## src/rtl/cdb_arbiter.sv

```systemverilog
// Common data bus arbiter: one holding slot per producer (alu1, alu2, ld), round-robin
// grant of one slot per cycle onto a registered broadcast bus.
module cdb_arbiter #(
  parameter int unsigned TAG_W  = 4,
  parameter int unsigned DATA_W = 32
) (
  input  logic              clk,
  input  logic              rst,
  input  logic              rdy,
  input  logic              flush,
  input  logic              alu1_valid,
  input  logic              alu2_valid,
  input  logic              ld_valid,
  input  logic [TAG_W-1:0]  alu1_tag,
  input  logic [TAG_W-1:0]  alu2_tag,
  input  logic [TAG_W-1:0]  ld_tag,
  input  logic [DATA_W-1:0] alu1_value,
  input  logic [DATA_W-1:0] alu2_value,
  input  logic [DATA_W-1:0] ld_value,
  output logic              alu1_ready,
  output logic              alu2_ready,
  output logic              ld_ready,
  output logic              cdb_valid,
  output logic [TAG_W-1:0]  cdb_tag,
  output logic [DATA_W-1:0] cdb_value,
  output logic [1:0]        cdb_src
);

  typedef enum logic [1:0] {
    SRC_ALU1 = 2'd0,
    SRC_ALU2 = 2'd1,
    SRC_LD   = 2'd2
  } src_e;

  logic [2:0]        full_q, full_d;
  logic [TAG_W-1:0]  tag_q [3];
  logic [TAG_W-1:0]  tag_d [3];
  logic [DATA_W-1:0] val_q [3];
  logic [DATA_W-1:0] val_d [3];
  src_e              ptr_q, ptr_d;
  src_e              src_q, src_d;
  logic              cdb_valid_q, cdb_valid_d;
  logic [TAG_W-1:0]  cdb_tag_q, cdb_tag_d;
  logic [DATA_W-1:0] cdb_value_q, cdb_value_d;

  logic [2:0]        req_valid;
  logic [TAG_W-1:0]  req_tag [3];
  logic [DATA_W-1:0] req_val [3];
  logic [2:0]        idx;
  logic [1:0]        win;
  logic              found;

  assign req_valid  = {ld_valid, alu2_valid, alu1_valid};
  assign req_tag[0] = alu1_tag;
  assign req_tag[1] = alu2_tag;
  assign req_tag[2] = ld_tag;
  assign req_val[0] = alu1_value;
  assign req_val[1] = alu2_value;
  assign req_val[2] = ld_value;

  assign alu1_ready = ~full_q[0];
  assign alu2_ready = ~full_q[1];
  assign ld_ready   = ~full_q[2];
  assign cdb_valid  = cdb_valid_q;
  assign cdb_tag    = cdb_tag_q;
  assign cdb_value  = cdb_value_q;
  assign cdb_src    = src_q;

  // Scan offsets 2,1,0 so the slot nearest ptr is written last and wins.
  always_comb begin
    found = 1'b0;
    win   = '0;
    idx   = '0;
    for (int unsigned k = 0; k < 3; k++) begin
      idx = {1'b0, ptr_q} + 3'(2 - k);
      if (idx >= 3'd3) idx = idx - 3'd3;
      if (full_q[idx[1:0]]) begin
        found = 1'b1;
        win   = idx[1:0];
      end
    end
  end

  always_comb begin
    full_d      = full_q;
    tag_d       = tag_q;
    val_d       = val_q;
    ptr_d       = ptr_q;
    src_d       = src_q;
    cdb_valid_d = cdb_valid_q;
    cdb_tag_d   = cdb_tag_q;
    cdb_value_d = cdb_value_q;
    if (rdy) begin
      if (flush) begin
        full_d      = '0;
        cdb_valid_d = 1'b0;
        ptr_d       = SRC_ALU1;
      end else begin
        cdb_valid_d = found;
        if (found) begin
          cdb_tag_d   = tag_q[win];
          cdb_value_d = val_q[win];
          src_d       = src_e'(win);
          full_d[win] = 1'b0;
          unique case (win)
            2'd0:    ptr_d = SRC_ALU2;
            2'd1:    ptr_d = SRC_LD;
            default: ptr_d = SRC_ALU1;
          endcase
        end
        // Acceptance looks at full_q, so a slot granted this edge cannot refill until the next.
        for (int unsigned i = 0; i < 3; i++) begin
          if (req_valid[i] && !full_q[i]) begin
            full_d[i] = 1'b1;
            tag_d[i]  = req_tag[i];
            val_d[i]  = req_val[i];
          end
        end
      end
    end
  end

  always_ff @(posedge clk or negedge rst) begin
    if (!rst) begin
      full_q      <= '0;
      ptr_q       <= SRC_ALU1;
      src_q       <= SRC_ALU1;
      cdb_valid_q <= 1'b0;
      cdb_tag_q   <= '0;
      cdb_value_q <= '0;
      for (int unsigned i = 0; i < 3; i++) begin
        tag_q[i] <= '0;
        val_q[i] <= '0;
      end
    end else begin
      full_q      <= full_d;
      ptr_q       <= ptr_d;
      src_q       <= src_d;
      cdb_valid_q <= cdb_valid_d;
      cdb_tag_q   <= cdb_tag_d;
      cdb_value_q <= cdb_value_d;
      for (int unsigned i = 0; i < 3; i++) begin
        tag_q[i] <= tag_d[i];
        val_q[i] <= val_d[i];
      end
    end
  end

endmodule

```

## config.mk

```make
export PLATFORM = sky130hd
export DESIGN_NAME = cdb_arbiter
export DESIGN_NICKNAME = d
export VERILOG_FILES = /design/src/rtl/cdb_arbiter.sv
export SDC_FILE = /design/constraint.sdc
export NUM_CORES = 1
export LEC_CHECK = 0
export BUFFER_PORTS_ARGS = -buffer_cell sky130_fd_sc_hd__buf_2
export CORE_ASPECT_RATIO = 0.6
export CORE_MARGIN = 4
export CORE_UTILIZATION = 50
export CTS_BUF_LIST = sky130_fd_sc_hd__clkbuf_2 sky130_fd_sc_hd__clkbuf_4 sky130_fd_sc_hd__clkbuf_8
export DETAILED_ROUTE_END_ITERATION = 10
export PLACE_DENSITY = 0.82
export SYNTH_ARGS = -nofsm -noshare
export SYNTH_HDL_FRONTEND = slang
export SYNTH_SLANG_ARGS = --single-unit
```

## constraint.sdc

```tcl
create_clock -name clk -period 1.9 [get_ports clk]
set_input_delay 0.38 -clock clk [delete_from_list [all_inputs] [get_ports clk]]
set_output_delay 0.38 -clock clk [all_outputs]
set_load 0.005 [all_outputs]
```

Word level (Yosys, flattened, before mapping). Index checks and enable logic that the tools add are counted.

Flip-flop bits (word level): 152. Bits in latches: 0. Memory bits (writable): 0. ROM bits: 0. Bits of input ports: 115. Output and inout port bits: 42. Word-level logic and storage cells: 88. Memories kept: 0.

Add/subtract/negate cells: 5. $mul: 0. Divide/modulo/power cells: 0. Magnitude comparators: 9. Eq/ne operators: 1. Shift operators: 0. Mux-type cells: 32. Bitwise operators: 7. Reductions and logical operators: 20.

Operator list (count): binary-select mux 32 bit (select 2 bit) (1); two-way mux 32 bit (2); two-way mux 2 bit (8); < comparator 2 x 3 -> 1 bit (second input constant) (4); AND reduction 3 bit (4); two-way mux 1 bit (11); nonzero test 3 bit (3); binary-select mux 4 bit (select 2 bit) (1); two-way mux 4 bit (2); AND reduction 2 bit (4); binary-select mux 1 bit (select 2 bit) (3); greater-or-equal comparator 3 x 2 -> 1 bit (second input constant) (2); two-way mux 3 bit (2); subtractor 2 bit (second input constant) (3); logical AND 1 bit (4); NOT 1 bit (4); one-hot mux 2 bit (2 select lines) (1); adder 2 x 1 -> 3 bit (second input constant) (1); adder 2 x 2 -> 3 bit (second input constant) (1); bitwise AND 3 bit (1); greater-or-equal comparator 3 bit (second input constant) (1); logical NOT 1 bit (3); NOT 2 -> 3 bit (1); NOT 3 bit (1); 6 further kinds (6).

Logic depth before layout (Yosys ltp). Gate-level depths: netlist of run 1.

Depth in word-level cells: 17. Gate-level depth with buffers: 10.

Worst setup path before layout of run 1. Ideal clock, no wire load.

Kind: register to register. From: register ptr_q[0]. To: register cdb_tag_q[1] (netlist: cdb_tag[1]). Library setup time: 0.127 ns. Data arrival time: 1.949 ns. Required time: 1.773 ns. Slack: -0.176 ns. Stages on the path, launching flop included: 11. Clock period less this slack: 2.076 ns. Path through: dfrtp_1 -> inv_1 -> ha_1 -> buf_2 -> a22oi_1 -> o22ai_1 -> a22oi_2 -> buf_6 -> buf_8 -> mux2i_1 -> o211ai_2.

Cells in the longest elaborated chain, start to end: 12. Elaborated cells on any way between the ends: 28. Those cells by class: 5 x add/sub; 3 x order compare; 18 x mux; 1 x bitwise; 1 x reduce/logical.

Ends and longest elaborated chain: start, declared (line 40) `src_e ptr_q, ptr_d;`; start signal, assigned (line 137) `ptr_q <= ptr_d;`; adder 2 x 2 -> 3 bit (line 75) `idx = {1'b0, ptr_q} + 3'(2 - k);`; greater-or-equal comparator 3 x 2 -> 1 bit / subtractor 2 bit (equally long branches) (line 76) `if (idx >= 3'd3) idx = idx - 3'd3;`; two-way mux 2 bit (line 76); binary-select mux 1 bit (select 2 bit) (line 77) `if (full_q[idx[1:0]]) begin`; two-way mux 1 bit (not written as such) (line 77); two-way mux 2 bit (3 in series) (line 77); NOT 2 -> 3 bit (not written as such) (line 101) `cdb_tag_d = tag_q[win];`; binary-select mux 4 bit (select 2 bit) (line 101); two-way mux 4 bit (not written as such) (2 in series) (line 101); end signal, assigned (line 140) `cdb_tag_q <= cdb_tag_d;`; end, declared (line 43) `logic [TAG_W-1:0] cdb_tag_q, cdb_tag_d;`.

Several ways; a longest one is shown, not always the timed one. The select of a mux whose other input is x is not followed. A chain may end at the register's enable or synchronous reset.

Final worst setup path of run 1.
From: register ptr_q[1]. To: register cdb_value_q[26] (netlist: cdb_value[26]).

Cells in the longest elaborated chain, start to end: 12. Elaborated cells on any way between the ends: 28. Those cells by class: 5 x add/sub; 3 x order compare; 18 x mux; 1 x bitwise; 1 x reduce/logical.

Ends and longest elaborated chain: adder 2 x 2 -> 3 bit (line 75); greater-or-equal comparator 3 x 2 -> 1 bit / subtractor 2 bit (equally long branches) (line 76); two-way mux 2 bit (line 76); binary-select mux 1 bit (select 2 bit) (line 77); two-way mux 1 bit (not written as such) (line 77); two-way mux 2 bit (3 in series) (line 77); NOT 2 -> 3 bit (not written as such) (line 102) `cdb_value_d = val_q[win];`; binary-select mux 32 bit (select 2 bit) (line 102); two-way mux 32 bit (not written as such) (2 in series) (line 102); end signal, assigned (line 141) `cdb_value_q <= cdb_value_d;`; end, declared (line 44) `logic [DATA_W-1:0] cdb_value_q, cdb_value_d;`.

Several ways; a longest one is shown, not always the timed one. The select of a mux whose other input is x is not followed.

==> metrics.yaml, run 1 <==
sta:
  slew_viol_final: 0
  setup_viol: 44
  setup_ws_ps: -247
  slew_headroom_pct: 68.3
  skew_ps: 18.8
  rsz0062_at_grt: "yes"
  finalCritPeriodShare_pct: 113
  max_freq_mhz: 466
  worstMarginPinSlew_ps: 475
  hold_violations: 0
  finalCriticalPeriod_ps: 2150
setup_path:
  critPathArrivalTime_ps: 2450
  required_ps: 2200
  worstPathCellList: "ha_4 > buf_6 > a22oi_2 > o22ai_2 > a22oi_2 > buf_6 > buf_12 > mux2i_2 > o211ai_2"
  cp_slowest_cell: "dfrtp_2"
  startpoint_type: "flip-flop"
  r2r_slack_ps: -250
  r2r_start: "ptr_q[1]"
  cp-end-kind: "flip-flop"
  startpoint: "ptr_q[1]"
  worstSetupPathType: "flip-flop to flip-flop"
  cpPeakStageDelay_ps: 450
  cp_max_fo: 8
die:
  core_um2: 13000
  die_h_um: 97.8
  die_w_um: 158
  initial_core_util_pct: 51.6
  ios: 157
  die_area_um2: 15400
  rows: 32
routing:
  vias_per_cell: 5.60
  wl_per_cell_um: 20.6
  drt-initial-drc-count: 298
  dr.pass1.iters: 4
  route.detailed.drc: 0
  wirelength_um: 18400
  vias: 4989
  drtAntennaViolNets: 0
synth:
  syn_avg_cell_area_um2: 13.3
  yosysWarnings: 0
  synth_cells: 507
  ys_seq_area_share_pct: 56.6
  synth_edf_count: 0
  synth-main-ff-cell: "dfrtp_1"
  postSynth.asyncResetShare_pct: 100
  synthesis.area_um2: 6720
  synth.most_common_cell: "dfrtp_1"
  yosys-top-cells-count: "152 x dfrtp_1, 108 x mux2_2, 43 x nand2_1"
  synth_area_leaders: "dfrtp_1 57%, mux2_2 18%, mux2i_1 5.7%, o211ai_2 3.7%, nand3_1 2.8%"
  synth_top_area_cell: "dfrtp_1"
  synthesis.nets: 625
  yosys_register_bits: 152
  synth_top_area_share_pct: 56.6
  ys_types: 36
pwr:
  p_leak_nw: 4.12
  power_w: 0.0150
  power_density_nw_per_um2: 1680
  ir_drop_v: 0.000965
placement:
  dpl_cell_area_um2: 8000
  hpwlAfterDp_um: 12600
  io_buffers: 156
  post-place-ws_ps: -491
  dp_cells: 835
  gp_congestion: 0.881
min_path:
  hold_path.startpoint: "alu1_value[6]"
  hold_class: "input port to flip-flop"
cts:
  clk_pin_slew_ps: 90
  root_buffer: "clkbuf_8"
  cts_made_buffers: 17
  clockBufferDepth: 2
  htreeDepth: 4
  clkLatencyLatePin_ps: 430
  cts_tree: "built"
  clock-sinks: 152
cells_and_area:
  finalNetCount: 824
  fill_cells: 894
  drive_gt1_share_pct: 57.9
  final_area_um2: 8940
  finalNonFillerCells: 891
  synthToLayoutAreaGrowth_pct: 33.0
run_status:
  status: "finished, violations left"
  violations: "setup timing"
global_routing:
  grt_pass1_vias: 5495
  antenna_found_initial: 1
  grt_pass1_wl_um: 28400
  grt_max_degree: 52
  track_usage_pct: 23.5
  grt_overflow: 0
job:
  maxCapViolCount: 0
critical path, delay by kind of cell (launching register included):
kind / cells / cell delay (ps)
flops: 1 / 450
fa+ha+maj: 1 / 290
compound gates: 4 / 570
mux: 1 / 240
buf+inv: 3 / 470
path summary, 6_finish.rpt:
path	end	cells past startpoint
max	cdb_value[26]	9
min	val_q[70]	2
max reg2reg	cdb_value[26]	9
min reg2reg	cdb_value[23]	2
max in group asynchronous	ptr_q[1]	3
min in group asynchronous	val_q[65]	2
kinds of logic after synthesis:
kind of cell	share of synthesized area, %
mux	23.8
compound gates	8.49
fa+ha+maj	0.559
simple gates	6.78
buf+inv	3.80
flops	56.6
placed cells by master (no fill, tap or decap), types with 16 or more instances in the layout:
cell	instances
nand2_1	43
o211ai_2	20
dfrtp_1	151
o211ai_1	16
nand3_1	38
clkbuf_8	19
mux2_2	108
buf_12	17
buf_4	27
mux2i_1	22
buf_2	155
routing by layer:
metal  wire length (µm)  vias to the layer above  global-route usage, %
li1                   -                     2226                      -
met1               7870                     2526                   31.5
met2               8700                      216                   37.8
met3               1590                       21                   7.75
met4                229                        0                   5.22
met5                  0                        -                      0
flip-flops by register name, summed over array words and instances (netlist names):
signal     count
cdb_tag        4
cdb_src        2
val_q         96
tag_q         12
cdb_valid      1
ptr_q          2
full_q         3
cdb_value     32
timing repair:
| item | 4_1_cts | 5_1_grt |
|---|---|---|
| resized for setup | 44 | 26 |
| pin swaps | 4 | 12 |
| cloned | 1 | 3 |
| endpoints found under the setup margin | 44 | 44 |
| hold endpoints to repair | 31 | 0 |
| buffers inserted | 13 | 5 |
| hold buffers | 1 | 0 |
stage by stage:
| stage | TNS (ps) | utilization [%] | hold WS (ps) |
|---|---|---|---|
| floorplan | -1870 | - | 84.4 |
| global placement | -7450 | 61.4 | 289 |
| detailed placement | -15560 | 61.4 | 293 |
| CTS | -6630 | 66.9 | 156 |
| global route | -11910 | 68.6 | 155 |
| finish | -8620 | 68.7 | 181 |
cell type report:
type,instances,area (µm²),area share (%)
well taps,170,213,2.38
clock buffers,20,269,3.01
diodes,2,5.00,0.0560
multi-input cells,311,2930,32.8
flip-flops and latches,152,3800,42.6
clock inverters,12,114,1.27
repair buffers,216,1570,17.6
inverters,8,30.0,0.336
power by group:
group / switching [W] / internal, W
clock: 0.00123 / 0.00113
sequential: 0.00105 / 0.00473
combinational: 0.00303 / 0.00383
total: 0.00532 / 0.00969
Note: power is estimated with default switching activity, not from simulation.
==> run 2: changes to the inputs <==
--- a/config.mk
+++ b/config.mk
@@ -8,10 +8,10 @@
 export BUFFER_PORTS_ARGS = -buffer_cell sky130_fd_sc_hd__buf_2
 export CORE_ASPECT_RATIO = 0.6
 export CORE_MARGIN = 4
-export CORE_UTILIZATION = 50
+export CORE_UTILIZATION = 55
 export CTS_BUF_LIST = sky130_fd_sc_hd__clkbuf_2 sky130_fd_sc_hd__clkbuf_4 sky130_fd_sc_hd__clkbuf_8
 export DETAILED_ROUTE_END_ITERATION = 10
-export PLACE_DENSITY = 0.82
+export PLACE_DENSITY = 0.85
 export SYNTH_ARGS = -nofsm -noshare
 export SYNTH_HDL_FRONTEND = slang
 export SYNTH_SLANG_ARGS = --single-unit
==> constraint.sdc (replaced) <==
create_clock -name clk -period 2.1 [get_ports clk]
set_input_delay 0.42 -clock clk [delete_from_list [all_inputs] [get_ports clk]]
set_output_delay 0.42 -clock clk [all_outputs]
set_load 0.005 [all_outputs]
==> run 2 against run 1 <==
  * The run still ends with setup timing left
  * Sequential share of layout area rose by 1.6 points
  * Cell count down 3.3%
  * Clock skew fell by 9.3 ps
  * Final area is 3.7% lower
  * First-iteration DRC count up 13%
  * Total power down 12%
==> metrics.yaml, run 2 (synthesis gave the netlist of run 1 again) <==
run_status:
  status: "finished, violations left"
  violations: "setup timing"
setup_path:
  critPathArrivalTime_ps: 2510  # +60 ps
  worstSetupPathType: "flip-flop to flip-flop"
  r2r_end: "cdb_value[23]"
  cpPeakStageDelay_ps: 410  # -40 ps
  cp_max_fo: 7  # -1
  startpoint_type: "flip-flop"
  r2r_start: "ptr_q[0]"
  cp_slowest_cell: "dfrtp_1"
  r2r_slack_ps: -100  # +150 ps
  reg2reg_depth: 10  # +1
  cp_common_cell: "buf_6"
  startpoint: "ptr_q[0]"
  worstPathCellList: "buf_6 > ha_4 > buf_6 > nand3b_1 > o21a_1 > a22oi_2 > buf_6 > buf_12 > mux2i_1 > o211ai_2"
  cp-end-kind: "flip-flop"
  required_ps: 2410  # +210 ps
min_path:
  hold_path.startpoint: "alu2_tag[3]"
  hold_class: "input port to flip-flop"
  min_to: "tag_q[7]"
  min_path_cells: 2  # unchanged
global_routing:
  top_usage_layer: "met2"
  antenna_found_initial: 4  # +3
  use_met1_pct: 34.9  # +3.4 points
  grt_overflow: 0  # unchanged
  use_met2_pct: 40.6  # +2.8 points
  grt_max_degree: 59  # +13%
  grt_pass1_vias: 5446  # -0.89%
  grt_pass1_wl_um: 28100  # -1.2%
  grtUsageMet3_pct: 9.49  # +1.7 points
  track_usage_pct: 26.0  # +2.5 points
sta:
  max_freq_mhz: 455  # -2.2%
  worstMarginPinSlew_ps: 553  # +77.3 ps
  rsz0062_at_grt: "yes"
  finalCritPeriodShare_pct: 105  # -8.5 points
  slew_viol_final: 0  # unchanged
  tns_ps: -1650  # +6980 ps
  hold_violations: 0  # unchanged
  finalCriticalPeriod_ps: 2200  # +48.4 ps
  slew_headroom_pct: 63.2  # -5.2 points
  setup_viol: 39  # -11%
  holdWs_ps: 213  # +32.0 ps
  skew_ps: 9.44  # -9.33 ps
  setup_ws_ps: -95.7  # +152 ps
die:
  initial_core_util_pct: 57.9  # +6.3 points
  core_um2: 11600  # -11%
  die_w_um: 151  # -4.4%
  rows: 30  # -6.3%
  ios: 157  # unchanged
  die_h_um: 93.6  # -4.3%
  die_area_um2: 14100  # -8.5%
cts:
  cts_made_buffers: 17  # unchanged
  htreeDepth: 4  # unchanged
  root_buffer: "clkbuf_8"
  clk_pin_slew_ps: 80  # about the same
  cts_tree: "built"
  clkLatencyLatePin_ps: 430  # about the same
  clock-sinks: 152  # unchanged
  clockBufferDepth: 2  # unchanged
routing:
  vias_per_cell: 5.70  # +1.8%
  wl_per_cell_um: 20.8  # +0.75%
  wirelength_um: 17900  # -2.5%
  route.detailed.drc: 0  # unchanged
  dr.pass1.iters: 4  # unchanged
  vias: 4915  # -1.5%
  drtAntennaViolNets: 0  # unchanged
  drt-initial-drc-count: 336  # +13%
pwr:
  p_leak_nw: 4.01  # -2.8%
  ir_drop_v: 0.000897  # -7.1%
  power_density_nw_per_um2: 1530  # -9.1%
cells_and_area:
  largest-register: "val_q"
  largest_reg_flops: 96  # unchanged
  synthToLayoutAreaGrowth_pct: 28.0
  finalNetCount: 807  # -2.1%
  final_cell_mix: "155 x buf_2, 151 x dfrtp_1, 108 x mux2_2"
  final_area_um2: 8600  # -3.7%
  layout_commonest_cell: "buf_2"
  antenna_cells: 0  # -2
  finalNonFillerCells: 862  # -3.3%
  multi_input_area_um2: 2830  # -3.4%
  drive_gt1_share_pct: 55.0  # -2.9 points
  register_area_um2: 3800  # unchanged
  fill_cells: 793  # -11%
  fin_util_pct: 74.2  # +5.5 points
placement:
  gp_congestion: 0.960  # +9.0%
  dp_cells: 819  # -1.9%
  io_buffers: 156  # unchanged
  dpl_cell_area_um2: 7880  # -1.5%
  hpwlAfterDp_um: 12200  # -3.1%
job:
  maxCapViolCount: 0  # unchanged
## run 2: per-layer routing
layer	part of all wire, %	up-vias
li1	-	2181
met1	42	2509
met2	47	193
met3	9.8	24
met4	1.0	8
met5	0.16	-
## run 2: critical path: cells and delay by family (launching register included)
family                     cells  cell delay, ps
DFF                            1             410
and+or+nand+nor                1             160
muxes                          1             260
AOI/OAI and AO/OA              3             480
adders and majority gates      1             180
buffers and inverters          4             590
## run 2: final cells by class
| type | instances | share of cell area, % |
|---|---|---|
| inverters | 8 | 0.349 |
| clock inverters | 12 | 1.48 |
| multi-input cells | 311 | 32.9 |
| clock buffers | 20 | 3.05 |
| repair buffers | 199 | 15.7 |
| flip-flops and latches | 152 | 44.2 |
| well taps | 160 | 2.33 |
## run 2: report_power, final
group | switching [W] | internal, W
sequential | 0.000896 | 0.00428
clock | 0.00107 | 0.00111
combinational | 0.00264 | 0.00314
total | 0.00461 | 0.00853
## run 2: worst max path at each step
stage,end,slack (ps),depth (start not counted)
global route,cdb_value[23],-180,10
detailed placement,cdb_value[30],-170,8
floorplan,cdb_tag[1],20,10
finish,cdb_value[23],-100,10
global placement,cdb_value[25],10,8
CTS,cdb_value[5],-9,9
## run 2: metrics by stage
| step | setup slack, ps | power (W) |
|---|---|---|
| floorplan | 24.1 | 0.00824 |
| global placement | 10.5 | 0.00954 |
| detailed placement | -167 | 0.00991 |
| CTS | -8.97 | 0.0128 |
| global route | -180 | 0.0139 |
| finish | -95.7 | 0.0131 |
## run 2: what timing repair did
item                       CTS  global route
pin swaps                    4             4
gates resized for setup     29            15
setup endpoints to repair   42            40
setup buffers                6             1
hold buffers                 1             0
hold endpoints to repair    55             0
gates cloned                 2             2
==> run 3: changes to the inputs <==
--- a/config.mk
+++ b/config.mk
@@ -5,6 +5,7 @@
 export SDC_FILE = /design/constraint.sdc
 export NUM_CORES = 1
 export LEC_CHECK = 0
+export ABC_AREA = 1
 export BUFFER_PORTS_ARGS = -buffer_cell sky130_fd_sc_hd__buf_2
 export CORE_ASPECT_RATIO = 0.6
 export CORE_MARGIN = 4
==> run 3 against run 2 <==
  * The flow still finishes with violations (setup timing)
  * Clock skew grew 0.96 ps
  * Synthesized cell count is 79% higher
  * Clock power is 4% higher
  * Combinational power grew 36%
  * Count of clock-buffer cells in the layout shrank 2
  * Sequential cell count is the same
  * Critical path depth grew 4
  * Non-clock buffer count up 3
  * Critical endpoint is now cdb_value[13]
==> metrics.yaml, run 3 <==
cts:
  htreeDepth: 4  # unchanged
  root_buffer: "clkbuf_8"
  cts_made_buffers: 17  # unchanged
  clock-sinks: 152  # unchanged
  clkLatencyLatePin_ps: 450  # +20 ps
  cts_tree: "built"
  clk_pin_slew_ps: 90  # about the same
  clockBufferDepth: 2  # unchanged
pwr:
  p_leak_nw: 4.89  # +22%
  switchingPower_w: 0.00649  # +41%
  ir_drop_v: 0.000975  # +8.7%
  power_density_nw_per_um2: 1670  # +9.7%
  power_w: 0.0152  # +16%
  combPwrFrac_pct: 51.8  # +7.8 points
  power.internal_w: 0.00869  # +1.9%
  p_seq_share_pct: 33.2  # -6.2 points
  swShare_pct: 42.8  # +7.7 points
  clockPowerShare_pct: 14.9  # -1.7 points
placement:
  dpl_cell_area_um2: 8230  # +4.5%
  gp_congestion: 0.983  # +2.4%
  io_buffers: 156  # unchanged
  hpwlAfterDp_um: 13800  # +13%
  dp_cells: 1201  # +47%
routing:
  wirelength_um: 22400  # +25%
  route.detailed.drc: 0  # unchanged
  dr.pass1.iters: 7  # +3
  vias: 6952  # +41%
  drtAntennaViolNets: 0  # unchanged
  drt-initial-drc-count: 909  # +170%
  wl_per_cell_um: 17.8  # -14%
  vias_per_cell: 5.55  # -2.7%
setup_path:
  startpoint: "ptr_q[1]"
  critPathArrivalTime_ps: 2570  # +60 ps
  startpoint_type: "flip-flop"
  required_ps: 2450  # +40 ps
  cp-end-kind: "flip-flop"
  r2r_start: "ptr_q[1]"
  worstPathCellList: "inv_2 > ha_4 > inv_4 > nand2_2 > nand2_2 > o21ai_4 > nand2_4 > nand2_8 > buf_12 > nor2_1 > nor2_1 > nand3_1 > nand2_1 > inv_1"
  worstSetupPathType: "flip-flop to flip-flop"
  cpPeakStageDelay_ps: 440  # +30 ps
  cp_slowest_cell: "dfrtp_1"
  critical-path-top-delay-family: "simple AND/OR/NAND/NOR gates"
  cp_max_fo: 20  # +13
  crit_buf_inv: 4  # unchanged
run_status:
  status: "finished, violations left"
  violations: "setup timing"
synth:
  ys_types: 27  # -25%
  synth-main-ff-cell: "dfrtp_1"
  syn_avg_cell_area_um2: 7.85  # -41%
  yosys-top-cells-count: "288 x nand2_1, 152 x dfrtp_1, 113 x nor2_1"
  postSynth.asyncResetShare_pct: 100  # unchanged
  ys_seq_area_share_pct: 53.5  # -3.1 points
  synth_edf_count: 0  # unchanged
  yosysWarnings: 0  # unchanged
  synthesis.nets: 1023  # +64%
  synth.most_common_cell: "nand2_1"
  synth_cells: 905  # +79%
  synth_area_leaders: "dfrtp_1 54%, nand2_1 15%, nor2_1 6.0%, nand3_1 5.8%, inv_1 4.3%"
  synth_top_area_share_pct: 53.5  # -3.1 points
  synthesis.area_um2: 7100  # +5.7%
  yosys_register_bits: 152  # unchanged
  synth_top_area_cell: "dfrtp_1"
cells_and_area:
  final_area_um2: 9060  # +5.3%
  largest_reg_flops: 96  # unchanged
  fill_cells: 897  # +13%
  finalNonFillerCells: 1253  # +45%
  finalNetCount: 1193  # +48%
  largest-register: "val_q"
  drive_gt1_share_pct: 24.2  # -31 points
  synthToLayoutAreaGrowth_pct: 27.6
  antenna_cells: 0  # unchanged
  fin_util_pct: 73.5  # -0.70 points
  final_cell_mix: "281 x nand2_1, 155 x buf_2, 152 x dfrtp_1"
  layout_commonest_cell: "nand2_1"
sta:
  slew_headroom_pct: 65.9  # +2.7 points
  max_freq_mhz: 449  # -1.3%
  hold_violations: 0  # unchanged
  rsz0062_at_grt: "yes"
  finalCriticalPeriod_ps: 2220  # +29.2 ps
  setup_ws_ps: -125  # -29.2 ps
  worstMarginPinSlew_ps: 510  # -42.8 ps
  setup_viol: 33  # -15%
  finalCritPeriodShare_pct: 106  # +1.4 points
  slew_viol_final: 0  # unchanged
  skew_ps: 10.4  # +0.957 ps
job:
  maxCapViolCount: 0  # unchanged
global_routing:
  antenna_found_initial: 0  # -4
  use_met2_pct: 40.1  # -0.50 points
  grtUsageMet3_pct: 7.23  # -2.3 points
  grt_max_degree: 53  # -10%
  top_usage_layer: "met1"
  use_met1_pct: 42.4  # +7.4 points
  grt_overflow: 0  # unchanged
  grt_pass1_vias: 6347  # +17%
  track_usage_pct: 27.9  # +1.9 points
  grt_pass1_wl_um: 32300  # +15%
die:
  ios: 157  # unchanged
  core_um2: 12300  # +6.3%
  rows: 31  # +3.3%
  die_area_um2: 14900  # +5.3%
  die_h_um: 96.0  # +2.6%
  die_w_um: 155  # +2.7%
  initial_core_util_pct: 57.6  # -0.34 points
min_path:
  hold_class: "input port to flip-flop"
  hold_path.startpoint: "alu1_value[25]"
-- run 3: worst paths after layout --
path | slack, ps | depth (start not counted) | endpoint
hold reg to reg | 480 | 2 | val_q[45]
min in group asynchronous | 450 | 2 | cdb_value[12]
setup reg to reg | -120 | 14 | cdb_value[13]
setup / recovery | -120 | 14 | cdb_value[13]
max in group asynchronous | 1020 | 3 | tag_q[7]
hold / removal | 150 | 3 | val_q[89]
-- run 3: power groups by stage --
stage               clock [W]  combinational [W]  sequential (W)
global route          0.00238            0.00854         0.00515
finish                0.00226            0.00787         0.00505
global placement            0            0.00608         0.00499
detailed placement          0            0.00631         0.00500
floorplan                   0            0.00405         0.00482
CTS                   0.00226            0.00642         0.00498
-- run 3: cell type report --
class	instances	area [µm²]	share of cell area [%]
clock inverter	14	149	1.64
multi-input combinational	615	2840	31.3
clock buffer	18	241	2.66
sequential	152	3800	42.0
inverter	87	339	3.74
tap	165	206	2.28
timing repair buffer	202	1480	16.4
-- run 3: through the flow --
stage          worst slack, ps  TNS (ps)  hold WS, ps
4_1_cts                   1.01         0          149
5_1_grt                   -244     -4340          150
3_3_place_gp              41.9         0          362
2_1_floorplan              190         0          124
3_5_place_dp             -98.4     -1290          364
6_report                  -125     -1030          152
-- run 3: cells by family (layout without fill, tap and decap cells) --
kind of cell / Yosys count / count (layout) / share of synthesized area (%)
buf+inv: 139 / 321 / 8.14
fa+ha+maj: 3 / 3 / 0.529
compound gates: 50 / 50 / 3.88
simple gates: 561 / 562 / 33.9
flops: 152 / 152 / 53.5
-- run 3: timing repair --
item,CTS,global route
hold endpoints to repair,37,0
gates cloned,0,11
pin swaps,1,10
resized for setup,5,29
buffers inserted,2,6
endpoints found under the setup margin,40,41
hold buffers,1,0
-- run 3: routing by layer --
metal	wire [µm]	up-vias
met3	2860	57
met2	9550	486
met1	9460	3241
met5	0	-
met4	479	0
li1	-	3168
-- run 3: tightest hold or removal path, delay by kind of cell --
kind | cells | cell delay, ps
buf+inv | 1 | 70
simple gates | 2 | 80
